### src/rtl/pipe_hazard_pkg.sv
// Shared types, constants and width helpers for the pipeline hazard/forwarding unit.
package pipe_hazard_pkg;

    localparam int unsigned AW_DEF = 5;

    // Forwarding select encoding: 0 selects the register file, k selects source k-1.
    typedef enum logic [1:0] {
        FWD_RF   = 2'd0,
        FWD_SRC0 = 2'd1,
        FWD_SRC1 = 2'd2
    } fwd_sel_e;

    localparam logic [6:0] OPCODE_LOAD   = 7'b0000011;
    localparam logic [6:0] OPCODE_STORE  = 7'b0100011;
    localparam logic [6:0] OPCODE_BRANCH = 7'b1100011;
    localparam logic [6:0] OPCODE_JAL    = 7'b1101111;
    localparam logic [6:0] OPCODE_JALR   = 7'b1100111;
    localparam logic [6:0] OPCODE_OP     = 7'b0110011;

    function automatic int unsigned sel_width(input int unsigned nsrc);
        return (nsrc < 1) ? 1 : $clog2(nsrc + 1);
    endfunction

    // Width of a down-counter that must hold max_val.
    function automatic int unsigned cnt_width(input int unsigned max_val);
        return (max_val < 2) ? 1 : $clog2(max_val + 1);
    endfunction

endpackage

### src/rtl/hazard_scoreboard.sv
// Pending-writeback scoreboard for long-latency ops with same-cycle completion bypass.
module hazard_scoreboard
    import pipe_hazard_pkg::*;
#(
    parameter int unsigned AW = AW_DEF
) (
    input  logic                  clk,
    input  logic                  rst_n,
    input  logic                  set_en,
    input  logic [AW-1:0]         set_rd,
    input  logic                  clr_en,
    input  logic [AW-1:0]         clr_rd,
    input  logic [AW-1:0]         rd_a,
    input  logic [AW-1:0]         rd_b,
    output logic                  pend_a_c,
    output logic                  pend_b_c,
    output logic [(1<<AW)-1:0]    busy
);

    localparam int unsigned NR = 1 << AW;

    logic [NR-1:0] busy_nxt;

    // Clear first so a same-register set in the same cycle wins.
    always_comb begin
        busy_nxt = busy;
        if (clr_en) begin
            busy_nxt[clr_rd] = 1'b0;
        end
        if (set_en && (set_rd != '0)) begin
            busy_nxt[set_rd] = 1'b1;
        end
    end

    always_ff @(posedge clk) begin
        if (!rst_n) begin
            busy <= '0;
        end else begin
            busy <= busy_nxt;
        end
    end

    // A register being written back this cycle is no longer a hazard.
    always_comb begin
        pend_a_c = busy[rd_a] && !(clr_en && (clr_rd == rd_a));
        pend_b_c = busy[rd_b] && !(clr_en && (clr_rd == rd_b));
    end

endmodule

### src/rtl/pipe_hazard_unit.sv
// Hazard/forwarding controller for the 5-stage RV32 pipeline.
// Define HAZARD_PERF_EN to add stall/flush cycle performance counters.
module pipe_hazard_unit
    import pipe_hazard_pkg::*;
#(
    parameter int unsigned AW         = AW_DEF,
    parameter int unsigned NFWD       = 2,
    parameter int unsigned LOAD_LAT   = 1,
    parameter int unsigned FLUSH_SHDW = 1
) (
    input  logic                      clk,
    input  logic                      rst_n,
    input  logic [AW-1:0]             if_rs1_i,
    input  logic [AW-1:0]             if_rs2_i,
    input  logic                      if_rs1_use_i,
    input  logic                      if_rs2_use_i,
    input  logic                      id_is_load_i,
    input  logic [AW-1:0]             id_rd_i,
    input  logic [AW-1:0]             id_rs1_i,
    input  logic [AW-1:0]             id_rs2_i,
    input  logic [AW-1:0]             ex_rs2_i,
    input  logic [NFWD*AW-1:0]        fwd_rd_i,
    input  logic [NFWD-1:0]           fwd_we_i,
    input  logic                      lop_issue_i,
    input  logic                      lop_done_i,
    input  logic [AW-1:0]             lop_done_rd_i,
    input  logic                      br_taken_i,
    input  logic                      jump_i,
    output logic                      stall_o,
    output logic                      if_id_flush_o,
    output logic                      ex_flush_o,
    output logic [sel_width(NFWD)-1:0] fwd_a_sel_o,
    output logic [sel_width(NFWD)-1:0] fwd_b_sel_o,
    output logic                      fwd_dmem_o,
    output logic [(1<<AW)-1:0]        sb_busy_o
`ifdef HAZARD_PERF_EN
    ,
    output logic [31:0]               perf_stall_cnt_o,
    output logic [31:0]               perf_flush_cnt_o
`endif
);

    localparam int unsigned SELW = sel_width(NFWD);
    localparam int unsigned LUW  = cnt_width(LOAD_LAT - 1);
    localparam int unsigned FLW  = cnt_width(FLUSH_SHDW);
    localparam int unsigned NR   = 1 << AW;

    logic [LUW-1:0]  lu_cnt, lu_cnt_nxt;
    logic [FLW-1:0]  fl_cnt, fl_cnt_nxt;
    logic [SELW-1:0] fwd_a_sel_c, fwd_b_sel_c;
    logic            fwd_dmem_c;
    logic            detect_c, redirect_c, flush_act_c, sb_stall_c, stall_c;
    logic            pend_a_c, pend_b_c;
    logic [NR-1:0]   sb_busy;

    hazard_scoreboard #(.AW(AW)) u_sb (
        .clk      (clk),
        .rst_n    (rst_n),
        .set_en   (lop_issue_i),
        .set_rd   (id_rd_i),
        .clr_en   (lop_done_i),
        .clr_rd   (lop_done_rd_i),
        .rd_a     (if_rs1_i),
        .rd_b     (if_rs2_i),
        .pend_a_c (pend_a_c),
        .pend_b_c (pend_b_c),
        .busy     (sb_busy)
    );

    // Youngest matching source wins: scan oldest to youngest, last hit kept.
    always_comb begin
        fwd_a_sel_c = SELW'(FWD_RF);
        fwd_b_sel_c = SELW'(FWD_RF);
        for (int k = int'(NFWD) - 1; k >= 0; k--) begin
            if (fwd_we_i[k] && (fwd_rd_i[k*AW +: AW] != '0)) begin
                if (fwd_rd_i[k*AW +: AW] == id_rs1_i) fwd_a_sel_c = SELW'(k + 1);
                if (fwd_rd_i[k*AW +: AW] == id_rs2_i) fwd_b_sel_c = SELW'(k + 1);
            end
        end
    end

    if (NFWD >= 2) begin : g_dmem
        assign fwd_dmem_c = fwd_we_i[1] && (fwd_rd_i[AW +: AW] != '0)
                            && (fwd_rd_i[AW +: AW] == ex_rs2_i);
    end else begin : g_no_dmem
        assign fwd_dmem_c = 1'b0;
    end

    // Stall/flush decision and counter next-state.
    always_comb begin
        detect_c    = id_is_load_i && (id_rd_i != '0)
                      && ((if_rs1_use_i && (if_rs1_i == id_rd_i))
                       || (if_rs2_use_i && (if_rs2_i == id_rd_i)));
        sb_stall_c  = (if_rs1_use_i && pend_a_c) || (if_rs2_use_i && pend_b_c);
        redirect_c  = br_taken_i || jump_i;
        flush_act_c = redirect_c || (fl_cnt != '0);
        stall_c     = !flush_act_c && (detect_c || (lu_cnt != '0) || sb_stall_c);

        lu_cnt_nxt = lu_cnt;
        if (flush_act_c) begin
            lu_cnt_nxt = '0;
        end else if (detect_c) begin
            lu_cnt_nxt = LUW'(LOAD_LAT - 1);
        end else if (lu_cnt != '0) begin
            lu_cnt_nxt = lu_cnt - LUW'(1);
        end

        fl_cnt_nxt = fl_cnt;
        if (redirect_c) begin
            fl_cnt_nxt = FLW'(FLUSH_SHDW);
        end else if (fl_cnt != '0) begin
            fl_cnt_nxt = fl_cnt - FLW'(1);
        end
    end

    always_ff @(posedge clk) begin
        if (!rst_n) begin
            lu_cnt <= '0;
            fl_cnt <= '0;
        end else begin
            lu_cnt <= lu_cnt_nxt;
            fl_cnt <= fl_cnt_nxt;
        end
    end

    // Outputs held low while reset is asserted.
    always_comb begin
        stall_o       = rst_n && stall_c;
        if_id_flush_o = rst_n && flush_act_c;
        ex_flush_o    = rst_n && br_taken_i;
        fwd_a_sel_o   = rst_n ? fwd_a_sel_c : '0;
        fwd_b_sel_o   = rst_n ? fwd_b_sel_c : '0;
        fwd_dmem_o    = rst_n && fwd_dmem_c;
        sb_busy_o     = rst_n ? sb_busy : '0;
    end

`ifdef HAZARD_PERF_EN
    always_ff @(posedge clk) begin
        if (!rst_n) begin
            perf_stall_cnt_o <= '0;
            perf_flush_cnt_o <= '0;
        end else begin
            if (stall_o)       perf_stall_cnt_o <= perf_stall_cnt_o + 32'd1;
            if (if_id_flush_o) perf_flush_cnt_o <= perf_flush_cnt_o + 32'd1;
        end
    end
`endif

endmodule

### config.mk
export PLATFORM = sky130hd
export DESIGN_NAME = pipe_hazard_unit
export DESIGN_NICKNAME = d
export VERILOG_FILES = /design/src/rtl/pipe_hazard_pkg.sv /design/src/rtl/hazard_scoreboard.sv /design/src/rtl/pipe_hazard_unit.sv
export SDC_FILE = /design/constraint.sdc
export NUM_CORES = 1
export LEC_CHECK = 0
export CAP_MARGIN = 0
export CORE_MARGIN = 1.5
export CORE_UTILIZATION = 45
export DETAILED_ROUTE_END_ITERATION = 12
export HOLD_SLACK_MARGIN = 0.06
export PLACE_DENSITY = 0.84
export SLEW_MARGIN = 20
export SYNTH_ARGS = -nofsm -noshare
export SYNTH_HDL_FRONTEND = slang
export SYNTH_SLANG_ARGS = --single-unit
### constraint.sdc
create_clock -name clk -period 2.3 [get_ports clk]
set_input_delay 0.46 -clock clk [delete_from_list [all_inputs] [get_ports clk]]
set_output_delay 0.46 -clock clk [all_outputs]
set_load 0.02 [all_outputs]
[Word level (Yosys, flattened, before mapping)]
Index checks and enable logic that the tools add are counted.
Widths: inputs -> output; s select.
Storage, ports and cells
  flip-flop bits (word level): 34
  input port bits: 56
Operators by class
  magnitude comparators: 6
  muxes and demuxes: 23
  reduce and logical (&&, ||, !) cells: 34
  bitwise gates (word level): 5
  eq/ne operators: 9
  add/sub/neg operators: 2
Operators by type and width (number)
  $mux 32: 3
  $eq 5x5->1: 9
  $and 32x32->32: 1
  $not 32->32: 1
  $or 32x32->32: 1
  $lt 5x6->1 const B: 4
  $logic_and 1x1->1: 21
  $mux 2: 10
  $reduce_bool 5->1: 3
  $bmux 1 s5: 2
  $demux 1 s5: 2
  $ge 5x1->1 const B: 2
  $logic_or 1x1->1: 6
  $mux 1: 6
  $reduce_or 4->1: 1
  $logic_not 1->1: 3
  $not 1->1: 2
  $sub 1x1->1 const B: 2

[Logic depth before layout (Yosys ltp)]
Gate-level depths: netlist of the first run.
  word-level depth: 9
  depth in mapped cells: 7
  gate-level depth less buffers: 6

[Hierarchy]
A second synthesis of the first run with hierarchy kept.
Unflattened totals
  cells, all modules: 334
  area, all modules: 2869.0 µm²
Modules (own cells, without submodules)
  hazard_scoreboard: cells each 231, sequential area each 640.6 µm², area each 2095.8 µm², instances 1
  pipe_hazard_unit: cells each 103, sequential area each 40.0 µm², area each 773.2 µm², instances 1

[Worst setup path before layout of the first run]
OpenSTA, ideal clock, no wires.
  path type: input-to-output
  start: input port fwd_rd_i[1]
  end: output port fwd_a_sel_o[1]
  data required time: 1840 ps
  cell stages on the path: 4
  buffers on the path: 0
  arrival time: 1929 ps
  setup slack: -89 ps
  cell sequence: or4_1 -> o21ai_1 -> nor4_1 -> nor4_1
On the way
  word-level cells in the longest chain between the ends: 4
Ends and longest elaborated chain
  start: declaration: line pipe_hazard_unit.sv:22  | input logic [NFWD*AW-1:0] fwd_rd_i,
  $eq 5x5->1 or $reduce_bool 5->1 (tied branches): line pipe_hazard_unit.sv:76, pipe_hazard_unit.sv:75
  $mux 2 or $logic_and 1x1->1 (tied branches): line pipe_hazard_unit.sv:76, pipe_hazard_unit.sv:75
  $mux 2 (*): line pipe_hazard_unit.sv:75  | if (fwd_we_i[k] && (fwd_rd_i[k*AW +: AW] != '0)) begin
  $mux 2 (*): line pipe_hazard_unit.sv:131  | fwd_a_sel_o = rst_n ? fwd_a_sel_c : '0;
  end: declaration: line pipe_hazard_unit.sv:32  | output logic [sel_width(NFWD)-1:0] fwd_a_sel_o,
Every way passes the cells marked *; elsewhere a longest branch is shown, timed or not.

[Final worst setup path of the first run]
  start: input port if_rs2_i[0]
  end: output port stall_o
On the way
  word-level cells in the longest chain between the ends: 9
Ends and longest elaborated chain
  start: declaration: line pipe_hazard_unit.sv:14  | input logic [AW-1:0] if_rs2_i,
  parallel branches: the longest is 6 deep, another holds $bmux 1 s5
  $logic_or 1x1->1 (*): line pipe_hazard_unit.sv:97  | stall_c = !flush_act_c && (detect_c || (lu_cnt != '0) || sb_stall_c);
  $logic_and 1x1->1 (*): line pipe_hazard_unit.sv:97
  $logic_and 1x1->1 (*): line pipe_hazard_unit.sv:128  | stall_o = rst_n && stall_c;
  end: declaration: line pipe_hazard_unit.sv:29  | output logic stall_o,
Mark *: on every way between the ends. The select of a mux whose other input is x is not followed.

==> results.txt, run 1 <==
- Slowest cell on the critical path: sky130_fd_sc_hd__mux4_2
* Clock insertion delay at the later pin of the skew report: ~0.30 ns
- Number of nets in the synthesized netlist: 360
- Total negative setup slack: -0.291 ns
* Outcome: finished with violations
* Initial antenna violation count: 0
- Least-Margin Pin Slew: ~0.58 ns
- Top layer in use: met4
* Highest cell delay on the worst timing path: just over 0.5 ns
* Wire length of the first global-routing pass: 16500 µm
- The total area inside the core boundary comes to between 0.005 and 0.006 mm².
- RSZ-0062 raised after global routing: yes
- The routed design could run at a clock period as short as roughly 2.5 ns.
- Summing all placed instances gives a cell area of 0.00401 mm².
- Number of search-and-repair iterations in the first detailed-routing pass: 5
- Between clock sinks in the finished design, the worst skew comes to 0 ns.
- Across all layers, the routed design uses 3285 vias.
- Clock sinks: 34
* Number of top-level design ports: 96
- At the placement stage, the worst setup path has a slack of -1.04 ns.
- EDFF count, synth: 0
- Setup slack of the critical path after layout: -0.250 ns
- The min-delay analysis places its worst path in the category in2reg.
- Critical path capture point type: primary output
* Wire length per cell after detailed routing: about 22 µm
- Violations in the final reports: setup timing
- In this run, the number of DRC markers left after iteration 0 of detailed routing was ~350.
- The number of clock buffers added by TritonCTS is 5.
* Residual DRC: 0
- Headroom to the max-slew limit came out at between 60 and 70%.
- In the synthesized netlist, the number of instances is 304.
- Max clock buf depth: 2
* Routed met1 length: a little over 4000 µm
- Count of state elements after synthesis: 34
* Met2 WL post-DR: just over 5000 µm
- Entering global routing, the biggest net connects 43 pins.
* TritonCTS clock tree: yes
- Net total in the final layout: 505
- The worst path uses 111% of the clock period.
- Detailed-route wire length: roughly 12000 µm
* Cell seen most often among critical-path stages: sky130_fd_sc_hd__buf_4
- For this design the ratio of total power to cell area is around 400 mW/mm².
* Library cell used as clock root buffer: sky130_fd_sc_hd__clkbuf_8
- Relative to the synthesized area, the layout overhead comes to 68.0%.
- Crit path launch type: input port
- Final Hold Slack: about 0.63 ns
* All-Layer GR Usage: around 35%
- Total of endpoints with negative setup slack in the final report: 2
- Leakage power figure: around 2.2 nW
- The design draws around 1.8 mW.
* Horiz. Die Dim: roughly 80 µm
- IR analysis of the VDD net gives a maximum drop of between 300 and 400 µV.
* Max-Cap Viols: 0
- Final core area utilization: approximately four fifths
- After synthesis the cells add up to around 0.0026 mm².
- At the worst endpoint, the arrival time is 2.09 ns.
* Fmax: 0.392 GHz
* Remaining antenna violation count: 0
* Fraction of final layout cells with drive strength greater than 1: about 30%
- Count of final hold-check violations: 0
* Sequential share of the synthesized area: about a quarter
* Most frequently used flop master after synthesis: sky130_fd_sc_hd__dfxtp_1
- Detailed routing placed a total of 1520 µm of wire on met3.
* Crit-path max FO: 5
* Grt total ovfl: 0
- Port buffer count: 95
- Post-detailed-placement half-perimeter wirelength: 7480 µm
- Hold buffer count at cts: 0
- Number of rows in the core area: 27
- Via count of the first global-routing pass: ~3100
* Total non-filler cell area in the finished layout: 0.00444 mm²
* Synth Warn #: 0
- For this configuration, the core starts out at a cell density of between 40 and 50%.
- The number of antenna diodes in the final layout is 0.
* Die area: around 0.0063 mm²
- The die is 79.6 µm tall.
* Worst Setup Path Type: in2out
* Syn avg cell area: ~8.7 µm²
- Final count of pins violating max slew: 0
- The H-tree was split into 2 levels.
- Async SR Flop Fraction: 0%
- Walking the worst path, the cells encountered are buf_4 -> buf_4 -> mux4_2 -> mux2i_1 -> a31oi_1 -> nand4_1 -> o211ai_1 -> buf_4.
- Post-route insts no fill: between 500 and 600
- Detailed-route vias per instance: ~6.3
- After clock tree synthesis, the clock-pin slew on the worst setup and hold paths is approximately 0.08 ns.
- Placed cell count: 506
- Yosys mapped the design onto 40 distinct sky130hd cell types.
- The congestion estimate from routability-driven global placement came to between 1 and 1.5.
- Data on the critical path is required at its endpoint by between 1.5 and 2 ns.
[where the power goes]
part           leakage, nW  switching [mW]  internal [mW]
Clock               0.0683           0.263          0.435
Sequential           0.276         0.00860          0.597
Combinational         1.89           0.242          0.237
[logic make-up after synthesis]
group / synth area share [%]
XOR/XNOR: 14.9
AND/OR/NAND/NOR: 23.4
AO/OA/AOI/OAI: 16.4
multiplexers: 15.3
buffers and inverters: 4.07
flip-flops: 25.8
other: 0.142
[cells in the final DEF, fill, tap and decap left out, drive strengths merged, types with 2 or more instances in the layout]
master / Yosys / layout
inv: 3 / 3
xnor2: 13 / 13
mux2i: 7 / 7
dlygate4sd2: 0 / 15
clkbuf: 15 / 13
and2: 36 / 36
or4: 4 / 4
nor2b: 2 / 2
bufinv: 0 / 2
mux4: 14 / 14
o21ai: 65 / 65
xor2: 32 / 32
o211ai: 2 / 2
clkdlybuf4s15: 0 / 7
nor3: 2 / 2
dfxtp: 34 / 34
a21oi: 2 / 2
nand2: 8 / 8
a2111oi: 2 / 2
or3b: 4 / 4
nand2b: 3 / 3
nand4b: 2 / 2
clkdlybuf4s50: 0 / 17
nor4: 9 / 9
nor2: 5 / 5
nand4: 3 / 3
o21a: 2 / 2
a31oi: 2 / 2
nand3: 11 / 11
dlymetal6s2s: 0 / 34
nand3b: 10 / 10
buf: 5 / 77
[timing repair]
action	4_1_cts	5_1_grt
setup buffers	6	2
resized for setup	123	82
pin swaps	15	16
hold endpoints to repair	0	0
endpoints found under the setup margin	40	30
[path summary, 6_finish.rpt]
check	to	slack, ns	startpoint	cells after the start
min	u_sb.busy[1]	0.63	id_rd_i[0]	4
min reg2reg	u_sb.busy[7]	0.66	u_sb.busy[7]	3
max	stall_o	-0.25	if_rs2_i[0]	8
max reg2reg	u_sb.busy[6]	1.34	u_sb.busy[6]	3
[final cells by class]
| class | count | area [µm²] |
|---|---|---|
| multi-input combinational | 247 | 2050 |
| sequential | 34 | 682 |
| inverter | 3 | 11.3 |
| tap | 72 | 90.1 |
| timing repair buffer | 158 | 1470 |
| clock inverter | 3 | 68.8 |
| clock buffer | 5 | 68.8 |
| fill | 339 | 1140 |
[state kept, by name, indices dropped and copies added, names as in the netlist]
register	cells
lu_cnt	1
fl_cnt	1
u_sb.busy	32
[synth_stat cells (8+ instances only)]
cell	n	area, µm²
sky130_fd_sc_hd__nor4_1	9	56.3
sky130_fd_sc_hd__o21ai_0	23	115
sky130_fd_sc_hd__dfxtp_1	34	681
sky130_fd_sc_hd__mux4_2	12	270
sky130_fd_sc_hd__clkbuf_1	15	56.3
sky130_fd_sc_hd__nand2_1	8	30.0
sky130_fd_sc_hd__and2_1	36	225
sky130_fd_sc_hd__nand3b_1	10	75.1
sky130_fd_sc_hd__o21ai_1	42	210
sky130_fd_sc_hd__xnor2_1	13	114
sky130_fd_sc_hd__nand3_1	11	55.1
sky130_fd_sc_hd__xor2_1	32	280
[worst max-delay path, delay by kind of cell]
| kind | cells | cell delay, ns |
|---|---|---|
| mux | 2 | 0.79 |
| buf+inv | 3 | 0.45 |
| compound gates | 2 | 0.26 |
| simple gates | 1 | 0.11 |
[routing by layer]
| metal | vias to the layer above | track usage, % |
|---|---|---|
| li1 | 1401 | - |
| met1 | 1526 | 43.3 |
| met2 | 275 | 54.4 |
| met3 | 83 | 11.0 |
| met4 | 0 | 21.4 |
| met5 | - | 0 |
(Power assumes the default switching activity.)
==> run 2: changes to the inputs <==
==> constraint.sdc (replaced) <==
create_clock -name clk -period 2.3 [get_ports clk]
set_input_delay 0.345 -clock clk [delete_from_list [all_inputs] [get_ports clk]]
set_output_delay 0.345 -clock clk [all_outputs]
set_load 0.02 [all_outputs]
==> results.txt, run 2 (same netlist as run 1, synthesis figures left out) <==
- The number of sinks on the clock net is 34 (unchanged).
- The half-perimeter wire length after detailed placement came to 7740 µm (+3.4%).
- The area of the core region was 0.00557 mm² (unchanged).
* Initial antenna violation count: 0 (unchanged)
- Compared with the post-synthesis result, the final layout area differs by 62.7%.
* Commonest non-fill, non-tap cells in the layout: sky130_fd_sc_hd__buf_4 (62), sky130_fd_sc_hd__clkdlybuf4s50_1 (58), sky130_fd_sc_hd__o21ai_1 (42)
- # diodes: 0 (unchanged)
- The max-cap check violation count came to 0 (unchanged).
* Count of final hold-check violations: 0 (unchanged)
- The power density normalized to cell area was 410 mW/mm² (+1.9%).
- Wire length per cell after detailed routing: 21.7 µm (-2.7%)
- STA classifies the critical path endpoint as a primary output.
- u_sb.busy holds more flip-flops than any other register.
- The total setup violations reported at the end of the flow came to 1 (-1).
- Worst-path clk slew: 0.08 ns (about the same)
* RSZ-0062 raised after global routing: yes
- Via count: 3229 (-1.7%)
- Hold/Removal Path Class: reg2reg
- The overall power consumption came to 1.76 mW (-1.2%).
- The setup slack on the worst flop-to-flop path was 1.29 ns (-0.05 ns).
- The vertical die dimension was 79.6 µm (unchanged).
* Area taken by multi-input logic gates: 0.00201 mm² (-1.8%)
- Crit path launch type: input port
- Footprint of the flip-flops and latches: 688 µm² (+0.92%)
- The first-pass GRT wire length was 16500 µm (about the same).
- The number of buffers between clock root and the deepest sink is 2 (unchanged).
- Initial core utilization: 47.4% (unchanged)
- The post-route fraction of the period consumed by the critical path was 104% (-7.1 points).
- TritonCTS built the clock tree.
- The final reports fail on setup timing.
- The final weighted congestion in routability-driven placement came to 0.959 (-4.7%).
- Horiz. Die Dim: 79.6 µm (unchanged)
- Crit-path max FO: 6 (+1)
- Setup slack of the critical path after layout: -0.0865 ns (+0.163 ns)
- Number of rows in the core area: 27 (unchanged)
* Fmax: 0.419 GHz (+6.8%)
- The via count normalized by instance count is 6.20 (-1.5%).
- Leading cell type in the layout, fill and taps excluded: sky130_fd_sc_hd__buf_4
* Residual DRC: 0 (unchanged)
- The total routing usage reported by global routing was 35.2% (-0.31 points).
* Pin count of the biggest net entering global routing: 43 (unchanged)
- Final count of pins violating max slew: 0 (unchanged)
* Number of flip-flops under the largest register name: 32 (unchanged)
- Leakage power figure: 1.71 nW (-23%)
- The number of DRC markers after the initial detailed-route iteration was 355 (+0.28%).
- Pre-CTS WS: -0.845 ns (+0.198 ns)
- The number of I/O pins was 96 (unchanged).
* Least-Margin Pin Slew: 0.551 ns (-0.0250 ns)
* Library cell used as clock root buffer: sky130_fd_sc_hd__clkbuf_8
- Max VDD drop: 352 µV (+3.0%)
- The number of buffers inserted by port buffering was 95 (unchanged).
* Net total in the final layout: 504 (-0.20%)
- Hold buffer count at cts: 0 (unchanged)
- The number of optimization iterations in the first detailed-route pass came to 6 (+1).
* H-Tree Depth: 2 (unchanged)
- The number of fillers in the final layout came to 401 (+18%).
* Max transition margin: 63.3% (+1.8 points)
- Cts bufs inserted: 5 (unchanged)
- Min cycle time layout: 2.39 ns (-0.163 ns)
- Worst Setup Path Type: in2out
* Outcome: finished with violations
* Data arrival at the endpoint of the critical path: 2.04 ns (-0.05 ns)
* Die area: 0.00634 mm² (unchanged)
* Remaining antenna violation count: 0 (unchanged)
- Top Registers: u_sb.busy: 32 flops, fl_cnt: 1 flops, lu_cnt: 1 flops
- The aggregate routed wire length was 11300 µm (-2.9%).
* Grt total ovfl: 0 (unchanged)
* Via count of the first global-routing pass: 3200 (+3.0%)
* Final core area utilization: 77.1% (-2.5 points)
* Fraction of final layout cells with drive strength greater than 1: 26.7% (-3.3 points)
- Setup skew after layout: 0 ns (unchanged)
- The required time reported for the critical path endpoint was 1.96 ns (+0.12 ns).
- The clock latency on the worst-skew pair is 0.30 ns (about the same).
[run 2: changes by cell type in the layout (fill, tap and decap cells not counted), sizes merged]
cell / delta
clkbuf: -1
clkdlybuf4s50: +41
dlygate4sd2: +4
clkdlybuf4s15: -7
dlymetal6s2s: -29
buf: -9
[run 2: path summary, 6_finish.rpt]
check | from | endpoint | cells after the start
worst max register to register | u_sb.busy[6] | u_sb.busy[6] | 4
worst max-delay path | if_rs1_i[1] | stall_o | 7
worst min-delay path | u_sb.busy[21] | u_sb.busy[21] | 3
worst min register to register | u_sb.busy[21] | u_sb.busy[21] | 3
[run 2: per-layer routing]
metal	vias to the layer above	track usage, %	routed length, µm
li1	1402	-	-
met1	1540	44.0	4380
met2	224	57.2	5190
met3	63	5.49	1100
met4	0	20.2	624
met5	-	0	0
[run 2: layout make-up]
type                       instances  area share, %
clock buffer                       5           1.60
clock inverter                     3           1.60
inverter                           3          0.262
multi-input combinational        247           46.7
sequential                        34           16.0
tap                               72           2.10
timing repair buffer             157           31.7
[run 2: critical path: stages]
cell and delay (ns):
sky130_fd_sc_hd__dlygate4sd2_1 0.41, sky130_fd_sc_hd__mux4_2 0.41, sky130_fd_sc_hd__a2111oi_4 0.42, sky130_fd_sc_hd__a41oi_2 0.08, sky130_fd_sc_hd__nand4_1 0.11, sky130_fd_sc_hd__o211ai_1 0.09, sky130_fd_sc_hd__buf_4 0.17
[run 2: power breakdown]
group | switching, mW | internal [mW]
Clock | 0.258 | 0.435
Sequential | 0.00753 | 0.597
Combinational | 0.235 | 0.228
Total | 0.500 | 1.26
[run 2: through the flow]
stage	hold WS, ns	instance area (µm²)	instances	setup TNS [ns]
2_1_floorplan	0.455	2640	304	0
3_3_place_gp	0.620	4010	508	-7.50
3_5_place_dp	0.622	4010	508	-7.99
4_1_cts	0.637	4210	517	-0.101
5_1_grt	0.651	4300	521	-0.138
6_report	0.640	4300	521	-0.0865
[run 2: timing repair]
| item | CTS | global route |
|---|---|---|
| pin swaps | 9 | 17 |
| resized for setup | 68 | 41 |
| setup buffers | 1 | 4 |
| setup endpoints to repair | 40 | 4 |
==> run 3: changes to the inputs <==
- CORE_MARGIN: 1.5 -> 2
==> results.txt, run 3 (same netlist as run 1, synthesis figures left out) <==
- The clock latency on the worst-skew pair was 0.30 ns (about the same).
* Crit path launch type: flip-flop
* Clock sinks: 34 (unchanged)
* Core Region: 0.00557 mm² (unchanged)
- The number of buffers inserted for hold repair after clock tree synthesis came to 0 (unchanged).
* Pre-CTS WS: -0.790 ns (+0.0555 ns)
- The number of antenna violations at the first check in global routing came to 0 (unchanged).
- Leakage power figure: 1.72 nW (+1.1%)
- Total negative setup slack: -0.139 ns (-0.0529 ns)
- Post-route insts no fill: 518 (-0.58%)
- Highest cell delay on the worst timing path: 0.52 ns (+0.10 ns)
- The post-detailed-route count of antenna-violating nets was 0 (unchanged).
- The total CTS buffers came to 5 (unchanged).
- The run finished, with violations left.
- Detailed-route vias per instance: 6.11 (-1.4%)
- Critical path capture point type: primary output
- Leading cell type in the layout, fill and taps excluded: sky130_fd_sc_hd__clkdlybuf4s50_1
- Via count of the first global-routing pass: 3039 (-5.0%)
- The slowest stage of the critical path is the sky130_fd_sc_hd__mux4_2 cell.
- The width of the die came to 80.6 µm (+1.3%).
- Least-Margin Pin Slew: 0.517 ns (-0.0339 ns)
* Placed cell count: 506 (-0.39%)
* All-Layer GR Usage: 32.6% (-2.6 points)
- Via count: 3164 (-2.0%)
- Count of final hold-check violations: 0 (unchanged)
- The flip-flop count of the largest register, all copies and words added was 32 (unchanged).
* Setup skew after layout: 0 ns (unchanged)
* Max clock buf depth: 2 (unchanged)
* DIE HEIGHT: 80.6 µm (+1.3%)
- The worst setup slack after layout was -0.139 ns (-0.0529 ns).
- Crit-path max FO: 3 (-3)
- The ratio of cells with drive above 1 in the final layout came to 25.8% (-0.94 points).
* Total of endpoints with negative setup slack in the final report: 1 (unchanged)
* First DRT Iteration DRCs: 351 (-1.1%)
- Count of buffer and inverter cells on the critical path: 1 (-1)
* Final count of pins violating max slew: 0 (unchanged)
* # diodes: 0 (unchanged)
- The overflow left after global routing was 0 (unchanged).
- CTS placed an instance of sky130_fd_sc_hd__clkbuf_8 at the clock tree root.
- The final layout net count is 501 (-0.60%).
* Post-detailed-placement half-perimeter wirelength: 7390 µm (-4.5%)
- Number of fillers in the final layout: 384 (-4.2%)
- Violations in the final reports: setup timing
* Max transition margin: 65.4% (+2.2 points)
- The signal on the critical path passes through mux4_2 -> a2111oi_4 -> a31oi_1 -> nand4_1 -> o211ai_1 -> buf_4.
- The area of all placed cells without fillers is 0.00429 mm² (-0.23%).
* RSZ-0062 raised after global routing: yes
- The number of optimization iterations in the first detailed-route pass was 5 (-1).
- Port buffer count: 95 (unchanged)
* TritonCTS clock tree: yes
* H-Tree Depth: 2 (unchanged)
- Residual DRC: 0 (unchanged)
- Kind of cell adding the most delay to the critical path: compound AO/OA/AOI/OAI gates
- Power per cell area: 389 mW/mm² (-5.1%)
- Min cycle time layout: 2.44 ns (+0.0529 ns)
* Max-Cap Viols: 0 (unchanged)
* Pin count of the biggest net entering global routing: 43 (unchanged)
- The number of I/O pins came to 96 (unchanged).
- The worst setup path is of the reg2out kind.
- The register with the most flip-flops in the final layout is u_sb.busy.
* Max VDD drop: 269 µV (-24%)
* Number of rows in the core area: 27 (unchanged)
* Data arrival at the endpoint of the critical path: 2.09 ns (+0.05 ns)
- Detailed-route wire length: 11000 µm (-2.8%)
* Hold/Removal Path Class: in2reg
* Die area: 0.00650 mm² (+2.5%)
- Top Registers: u_sb.busy: 32 flops, fl_cnt: 1 flops, lu_cnt: 1 flops
* Worst-path clk slew: 0.08 ns (about the same)
* Commonest non-fill, non-tap cells in the layout: sky130_fd_sc_hd__clkdlybuf4s50_1 (58), sky130_fd_sc_hd__buf_4 (57), sky130_fd_sc_hd__o21ai_1 (42)
* Endpoint required time on the critical path: 1.96 ns (about the same)
* Wire length per cell after detailed routing: 21.2 µm (-2.3%)
- The placed cell area is 0.00400 mm² (-0.37%).
- Weighted congestion at the end of routability-driven global placement: 0.959 (about the same)
- Initial core utilization: 47.4% (unchanged)
* Fmax: 0.410 GHz (-2.2%)
* Wire length of the first global-routing pass: 15700 µm (-4.7%)
* Final period util: 106% (+2.3 points)
* Layout-stage area growth over the synthesis result: 62.3%
run 3: final cells by class:
| class | count | area [µm²] | area share, % |
|---|---|---|---|
| Multi-Input combinational cell | 247 | 2000 | 46.7 |
| Clock inverter | 3 | 45.0 | 1.05 |
| Sequential cell | 34 | 689 | 16.1 |
| Inverter | 3 | 11.3 | 0.263 |
| Timing Repair Buffer | 154 | 1380 | 32.2 |
| Clock buffer | 5 | 68.8 | 1.60 |
| Tap cell | 72 | 90.1 | 2.10 |
run 3: tightest hold or removal path, stage by stage:
cell                             delay (ns)
sky130_fd_sc_hd__dlymetal6s2s_1        0.15
sky130_fd_sc_hd__buf_4                 0.17
sky130_fd_sc_hd__nand2_1               0.06
sky130_fd_sc_hd__o21ai_1               0.06
run 3: report_power, final:
part	internal (mW)	total (mW)	switching, mW
clock network	0.323	0.595	0.272
registers	0.597	0.605	0.00712
logic	0.231	0.467	0.236
run 3: metal layers:
| layer | wire, µm | track usage [%] |
|---|---|---|
| met4 | 423 | 14.4 |
| met5 | 0 | 0 |
| met2 | 5030 | 50.1 |
| met3 | 1090 | 6.97 |
| met1 | 4430 | 43.7 |
run 3: final timing paths:
kind	startpoint	end	slack [ns]	cells past startpoint
hold reg to reg	u_sb.busy[29]	u_sb.busy[29]	0.65	3
hold / removal	id_rd_i[1]	u_sb.busy[3]	0.51	4
setup / recovery	u_sb.busy[7]	stall_o	-0.14	6
setup reg to reg	u_sb.busy[17]	u_sb.busy[17]	1.31	4
run 3: what timing repair did:
item	4_1_cts	5_1_grt
buffers inserted	0	4
pin swaps	11	18
gates cloned	0	0
setup endpoints to repair	40	5
resized for setup	70	38
run 3: stage by stage:
stage	total power [mW]	util (%)	hold slack, ns
floorplan	0.799	-	0.455
global placement	1.03	71.7	0.618
detailed placement	1.04	71.7	0.614
CTS	1.62	74.8	0.643
global route	1.71	76.9	0.518
finish	1.67	76.9	0.509
